<file path="config.mk">
export PLATFORM = sky130hd
export DESIGN_NAME = tcp_pkt_serializer
export DESIGN_NICKNAME = d
export VERILOG_FILES = /design/src/rtl/tcp_pkg.sv /design/src/rtl/tcp_csum16_acc.sv /design/src/rtl/tcp_pkt_serializer.sv
export SDC_FILE = /design/constraint.sdc
export NUM_CORES = 1
export LEC_CHECK = 0
export CAP_MARGIN = 10
export CORE_MARGIN = 8
export CORE_UTILIZATION = 50
export CTS_BUF_LIST = sky130_fd_sc_hd__clkbuf_8
export DETAILED_ROUTE_END_ITERATION = 8
export PLACE_DENSITY_LB_ADDON = 0.08
export SLEW_MARGIN = 40
export SYNTH_ARGS = -nofsm -noshare
export SYNTH_HDL_FRONTEND = slang
export SYNTH_SLANG_ARGS = --single-unit
</file>
<file path="constraint.sdc">
create_clock -name clk -period 3.6 [get_ports clk]
set_input_delay 0.72 -clock clk [delete_from_list [all_inputs] [get_ports clk]]
set_output_delay 0.72 -clock clk [all_outputs]
set_load 0.01 [all_outputs]
</file>
<file path="src/rtl/tcp_pkg.sv">
// -----------------------------------------------------------------------------
// tcp_pkg
// Shared definitions for the TCP packet serializer slice: the field map of the
// 224-bit packet produced by the TCP client controller, the stream geometry,
// the idle pattern the controller drives when it has nothing to send, the FSM
// state encoding and a 16-bit one's-complement adder.
// Optional feature macro used by the slice: TCP_SER_CSUM_EN.
// -----------------------------------------------------------------------------
package tcp_pkg;

    // Stream geometry
    localparam int PKT_W     = 224;
    localparam int WORD_W    = 32;
    localparam int NUM_WORDS = PKT_W / WORD_W;   // 7
    localparam int HW_W      = 16;
    localparam int NUM_HW    = 14;               // halfwords covered by the checksum

    // Packet field map (bit positions inside pkt_in)
    localparam int TCP_DEST_PORT_LO = 0;
    localparam int TCP_DEST_PORT_HI = 15;
    localparam int TCP_SRC_PORT_LO  = 16;
    localparam int TCP_SRC_PORT_HI  = 31;
    localparam int TCP_SEQ_LO       = 32;
    localparam int TCP_SEQ_HI       = 63;
    localparam int TCP_ACK_LO       = 64;
    localparam int TCP_ACK_HI       = 95;
    localparam int TCP_FLAGS_LO     = 96;
    localparam int TCP_FLAGS_HI     = 111;
    localparam int TCP_WINDOW_LO    = 112;
    localparam int TCP_WINDOW_HI    = 127;
    localparam int TCP_URGENT_LO    = 128;
    localparam int TCP_URGENT_HI    = 143;
    localparam int TCP_CHECKSUM_LO  = 144;
    localparam int TCP_CHECKSUM_HI  = 159;
    localparam int TCP_DATA_LO      = 160;
    localparam int TCP_DATA_HI      = 223;

    // Halfword index holding the checksum field (treated as zero when summing)
    localparam int TCP_CHECKSUM_HW  = TCP_CHECKSUM_LO / HW_W;   // 9

    // Pattern driven by the controller on cycles with no real packet
    localparam logic [PKT_W-1:0] IDLE_PATTERN = '1;

    typedef enum logic [1:0] {
        ST_IDLE = 2'd0,
        ST_CALC = 2'd1,
        ST_SEND = 2'd2
    } ser_state_t;

    // 16-bit one's-complement addition with end-around carry. When the carry
    // is set the low part is at most 16'hFFFE, so folding it back cannot
    // overflow again.
    function automatic logic [15:0] ones_add16(input logic [15:0] a, input logic [15:0] b);
        logic [16:0] s;
        s = {1'b0, a} + {1'b0, b};
        return s[15:0] + {15'd0, s[16]};
    endfunction

endpackage

</file>
<file path="src/rtl/tcp_csum16_acc.sv">
// -----------------------------------------------------------------------------
// tcp_csum16_acc
// 16-bit one's-complement accumulator used to build the TCP checksum.
// Only compiled when TCP_SER_CSUM_EN is defined.
// Ports:
//   clk     in   clock, posedge
//   rst     in   asynchronous active-low reset
//   clr     in   restart the sum; together with add_en the sum restarts at din
//   add_en  in   add din into the running sum
//   din     in   16-bit halfword
//   sum     out  running one's-complement sum
// -----------------------------------------------------------------------------
`ifdef TCP_SER_CSUM_EN
module tcp_csum16_acc
    import tcp_pkg::*;
(
    input  logic        clk,
    input  logic        rst,
    input  logic        clr,
    input  logic        add_en,
    input  logic [15:0] din,
    output logic [15:0] sum
);

    logic [15:0] sum_reg;

    always_ff @(posedge clk or negedge rst) begin
        if (!rst) begin
            sum_reg <= '0;
        end else if (clr) begin
            // Loading din on clear lets the first halfword be absorbed on the
            // same edge that latches the packet.
            sum_reg <= add_en ? din : 16'd0;
        end else if (add_en) begin
            sum_reg <= ones_add16(sum_reg, din);
        end
    end

    assign sum = sum_reg;

endmodule
`endif

</file>
<file path="src/rtl/tcp_pkt_serializer.sv">
// -----------------------------------------------------------------------------
// tcp_pkt_serializer
// Downstream stage of the TCP client controller. Drops the all-ones idle
// pattern, latches real packets and emits them as seven 32-bit words (word 0 =
// bits 31:0 first) on a valid/ready stream. With TCP_SER_CSUM_EN defined the
// TCP checksum field (bits 159:144) is computed over halfwords 0..13 and
// written into the packet before it is sent; otherwise it passes unchanged.
// Ports:
//   clk         in   clock, posedge
//   rst         in   asynchronous active-low reset
//   pkt_in      in   224-bit packet from the controller
//   pkt_valid   in   pkt_in valid this cycle
//   pkt_ready   out  packet can be accepted this cycle
//   word_data   out  serialized word
//   word_valid  out  word_data valid
//   word_ready  in   sink accepts word_data
//   word_last   out  current word is word 6
//   word_idx    out  index of current word, 0..6
//   sent_cnt    out  packets fully sent (wraps)
//   drop_cnt    out  idle patterns discarded (wraps)
// -----------------------------------------------------------------------------
module tcp_pkt_serializer
    import tcp_pkg::*;
#(
    parameter int PKT_W  = 224,
    parameter int WORD_W = 32,
    parameter int CNT_W  = 16
) (
    input  logic              clk,
    input  logic              rst,
    input  logic [PKT_W-1:0]  pkt_in,
    input  logic              pkt_valid,
    output logic              pkt_ready,
    output logic [WORD_W-1:0] word_data,
    output logic              word_valid,
    input  logic              word_ready,
    output logic              word_last,
    output logic [2:0]        word_idx,
    output logic [CNT_W-1:0]  sent_cnt,
    output logic [CNT_W-1:0]  drop_cnt
);

    localparam logic [2:0] LAST_IDX = 3'(NUM_WORDS - 1);

    ser_state_t         state_reg;
    logic [PKT_W-1:0]   pkt_buf_reg;
    logic [WORD_W-1:0]  word_data_reg;
    logic               word_valid_reg;
    logic               word_last_reg;
    logic [2:0]         word_idx_reg;
    logic               pkt_ready_reg;
    logic [CNT_W-1:0]   sent_cnt_reg;
    logic [CNT_W-1:0]   drop_cnt_reg;

    logic               word_xfer;
    logic               is_idle_pat;
    logic [2:0]         word_idx_next;
    logic [WORD_W-1:0]  buf_words [NUM_WORDS];

    assign word_xfer     = word_valid_reg && word_ready;
    assign is_idle_pat   = (pkt_in == IDLE_PATTERN);
    assign word_idx_next = word_idx_reg + 3'd1;

    // Word view of the packet buffer
    genvar gi;
    generate
        for (gi = 0; gi < NUM_WORDS; gi++) begin : g_words
            assign buf_words[gi] = pkt_buf_reg[gi*WORD_W +: WORD_W];
        end
    endgenerate

`ifdef TCP_SER_CSUM_EN
    localparam logic [3:0] HW_DONE = 4'(NUM_HW);
    localparam logic [3:0] HW_CSUM = 4'(TCP_CHECKSUM_HW);

    // hw_idx_reg names the next halfword to add; halfword 0 is taken straight
    // from pkt_in on the latch edge, so CALC starts at 1 and finalises at 14.
    logic [3:0]  hw_idx_reg;
    logic        csum_clr;
    logic        csum_add;
    logic [15:0] csum_din;
    logic [15:0] csum_sum;
    logic [15:0] buf_hw [NUM_HW];

    generate
        for (gi = 0; gi < NUM_HW; gi++) begin : g_halfwords
            assign buf_hw[gi] = pkt_buf_reg[gi*HW_W +: HW_W];
        end
    endgenerate

    assign csum_clr = (state_reg == ST_IDLE);
    assign csum_add = (state_reg == ST_IDLE) ? (pkt_valid && !is_idle_pat)
                                             : ((state_reg == ST_CALC) && (hw_idx_reg != HW_DONE));

    always_comb begin
        csum_din = '0;
        if (state_reg == ST_IDLE) begin
            csum_din = pkt_in[15:0];
        end else if ((hw_idx_reg < HW_DONE) && (hw_idx_reg != HW_CSUM)) begin
            csum_din = buf_hw[hw_idx_reg];
        end
    end

    tcp_csum16_acc u_csum (
        .clk    (clk),
        .rst    (rst),
        .clr    (csum_clr),
        .add_en (csum_add),
        .din    (csum_din),
        .sum    (csum_sum)
    );
`endif

    always_ff @(posedge clk or negedge rst) begin
        if (!rst) begin
            state_reg      <= ST_IDLE;
            pkt_buf_reg    <= '0;
            word_data_reg  <= '0;
            word_valid_reg <= 1'b0;
            word_last_reg  <= 1'b0;
            word_idx_reg   <= 3'd0;
            pkt_ready_reg  <= 1'b1;
            sent_cnt_reg   <= '0;
            drop_cnt_reg   <= '0;
`ifdef TCP_SER_CSUM_EN
            hw_idx_reg     <= 4'd0;
`endif
        end else begin
            case (state_reg)
                ST_IDLE: begin
                    if (pkt_valid) begin
                        if (is_idle_pat) begin
                            drop_cnt_reg <= drop_cnt_reg + 1'b1;
                        end else begin
                            pkt_buf_reg   <= pkt_in;
                            pkt_ready_reg <= 1'b0;
                            word_idx_reg  <= 3'd0;
                            word_last_reg <= 1'b0;
`ifdef TCP_SER_CSUM_EN
                            state_reg     <= ST_CALC;
                            hw_idx_reg    <= 4'd1;
`else
                            state_reg      <= ST_SEND;
                            word_valid_reg <= 1'b1;
                            word_data_reg  <= pkt_in[WORD_W-1:0];
`endif
                        end
                    end
                end
`ifdef TCP_SER_CSUM_EN
                ST_CALC: begin
                    if (hw_idx_reg == HW_DONE) begin
                        // Word 0 does not overlap the checksum field, so it
                        // can be loaded from the buffer on this same edge.
                        pkt_buf_reg[TCP_CHECKSUM_HI:TCP_CHECKSUM_LO] <= ~csum_sum;
                        state_reg      <= ST_SEND;
                        word_valid_reg <= 1'b1;
                        word_data_reg  <= buf_words[0];
                    end else begin
                        hw_idx_reg <= hw_idx_reg + 4'd1;
                    end
                end
`endif
                ST_SEND: begin
                    if (word_xfer) begin
                        if (word_last_reg) begin
                            state_reg      <= ST_IDLE;
                            sent_cnt_reg   <= sent_cnt_reg + 1'b1;
                            word_valid_reg <= 1'b0;
                            word_last_reg  <= 1'b0;
                            word_idx_reg   <= 3'd0;
                            word_data_reg  <= '0;
                            pkt_ready_reg  <= 1'b1;
                        end else begin
                            word_idx_reg  <= word_idx_next;
                            word_data_reg <= buf_words[word_idx_next];
                            word_last_reg <= (word_idx_next == LAST_IDX);
                        end
                    end
                end
                default: begin
                    state_reg      <= ST_IDLE;
                    word_valid_reg <= 1'b0;
                    pkt_ready_reg  <= 1'b1;
                end
            endcase
        end
    end

    assign pkt_ready  = pkt_ready_reg;
    assign word_data  = word_data_reg;
    assign word_valid = word_valid_reg;
    assign word_last  = word_last_reg;
    assign word_idx   = word_idx_reg;
    assign sent_cnt   = sent_cnt_reg;
    assign drop_cnt   = drop_cnt_reg;

endmodule

</file>
==> metrics.txt <==
filler cell count 2041; HP Class in -> async; Int Power 10.8 mW; I/O Pins 298; crit share post-route 94.4%; Final Power 16.1 mW; Max H-tree Level 2; Setup violations, final 0; Seq/Total Area, Yosys 52.9%; Avg WL per Cell 24.7 microns; Final nets 1541; worst r2r path cells 8; Synth warnings 0; Area after DPL 17700 sq um; share of cells above drive strength 1 31.7%; HPWL after DPL 32300 microns; top cells by area, synth dfrtp_1, mux2_2, mux2_4; PostCTS Resize Cnt 0; status finished, final reports clean; worst slack, placed -454 ps; static leakage power 7.88 nW; clock share of power 18.0%; Hold-fix buffers, CTS 0; Max Clk Rate 294 MHz; vias in the first global route 10600; max cap viols 0; drt initial violations 618; cell accounting for the most synthesized area dfrtp_1; share of the synthesized area in the top cell type 52.7%; Async SR Flop Fraction 100%; setup_tns 0 ps; clk buf depth 3; number of core rows 61; number of antenna violations at the first check in global routing 3; die area 33400 sq um; critical path endpoint category register; Area growth syn-to-layout 34.1%; CTS Root Buffer Type clkbuf_8; RePlAce Congestion 0.861; setup bufs post-CTS 0; CTS tree built; Mapped Avg Cell Area 14.6 sq um; syn_nets 1185; Comb power frac 46.3%; WL final 42600 microns; clk_lat worst skew 570 ps; Synth top cells by count dfrtp_1, mux2_2, mux2_4, nand4_1, nor2_1; TritonCTS buffer count 49; DRC 0; Crit Path Category in -> reg; I/O Buffers 297; total grt overflow 0; unrepaired setup endpoints after global routing false; max FFs per register 224; Die Y-Extent 183 microns; Post-Syn Instances 953; PD cells 863 nW/um^2; NetSw 5.32 mW; Critical Path Start Type primary input; number of synthesized flops with an enable pin 0; max_slew headroom 45.4%; cell area after layout 18700 sq um; Slew Limit Fails 0; Top FF cell, synth dfrtp_1; Crit Path Max Fanout 19; largest net degree at the start of global routing 88; Vias per Instance 5.68; Final Hold Viols 0; Register Area 7360 sq um; peak supply drop 0.483 mV; Via Count 9782; worst setup margin 203 ps; Period minus WS final 3400 ps; Least-Margin Pin Slew 815 ps; GRT Total Usage 25.3%; Multi-input gate area 6200 sq um; Reg clk slew, reported paths 60 ps; Yosys cell types 36; crit path DAT 3840 ps; sequential share of power 35.7%; antenna-violating nets left 0; Final Skew 24.5 ps; clock sink count 294; first-pass GRT wire length 64700 microns; Worst Path Required 4040 ps; switching share of power 33.0%; Chip Width 183 microns; Starting Density 50.4%; #FFs+latches synth 294; Syn Std Cell Area 13900 sq um; DRT Pass-1 Iters 5; core area 27600 sq um; most frequent cell after synthesis dfrtp_1
## cells by family (layout without fill, tap and decap cells)
kind of cell | count (synthesis) | after routing | share of synthesized area (%)
buf+inv | 63 | 452 | 2.68
fa+ha+maj | 4 | 4 | 0.360
simple gates | 168 | 168 | 6.38
xor+xnor | 31 | 31 | 1.95
other cells | 0 | 2 | 0
mux | 323 | 323 | 31.4
compound gates | 70 | 70 | 4.39
flops | 294 | 294 | 52.9
## stage by stage
step                cells  utilization [%]  hold slack [ps]
floorplan             953                -              424
global placement     1636             64.1              461
detailed placement   1636             64.1              462
CTS                  1720             67.6              181
global route         1721             67.6              207
finish               1722             67.6              154
## cell type report
cell class,instances,share of cell area [%]
antenna,2,0.0268
clock buffer,64,4.72
clock inverter,20,0.462
inverter,6,0.121
multi-input combinational,596,33.2
sequential,294,39.4
tap,378,2.53
timing repair buffer,362,19.5
## power by group through the flow
stage	combinational [mW]	clock, mW	sequential [mW]
after floorplan	5.25	0	5.51
after global placement	7.35	0	5.71
after detailed placement	7.50	0	5.77
after CTS	7.52	2.96	5.73
after global routing	7.99	3.12	5.90
final	7.46	2.90	5.76
## worst paths after layout
path	slack (ps)	to	from
min in group clk	470	sent_cnt[15]	sent_cnt[15]
hold / removal	150	pkt_buf_reg[133]	rst
setup / recovery	200	pkt_buf_reg[117]	pkt_in[154]
max in group asynchronous	2530	pkt_buf_reg[90]	rst
setup reg to reg	820	word_data[8]	word_idx[0]
hold reg to reg	470	sent_cnt[15]	sent_cnt[15]
## metal layers
metal,GRT usage [%],vias up,wire length (microns)
li1,-,4342,-
met1,35.4,4994,19300
met2,39.1,396,19300
met3,6.57,48,3220
met4,6.21,2,728
met5,0,-,14
## layout by cell type, fill, tap and decap left out, types with 26 or more instances in the layout
| cell type | netlist | layout |
|---|---|---|
| dfrtp_1 | 293 | 292 |
| clkdlybuf4s50_1 | 0 | 296 |
| a221o_1 | 32 | 32 |
| a22oi_1 | 32 | 32 |
| nor2_1 | 40 | 40 |
| clkbuf_8 | 0 | 64 |
| xnor2_1 | 26 | 26 |
| buf_4 | 3 | 51 |
| mux2_4 | 99 | 99 |
| mux2_2 | 152 | 152 |
| nand4_1 | 64 | 64 |
| mux2_1 | 39 | 39 |
| mux4_2 | 32 | 32 |
## critical path, stage by stage
cell and delay (ps):
clkdlybuf4s50_1 510, nand4_1 260, nor4_1 640, buf_4 210, nand4_1 140, o41a_2 580, buf_4 240, buf_12 190
mux2_1 320
Note: power is estimated with default switching activity, not from simulation.
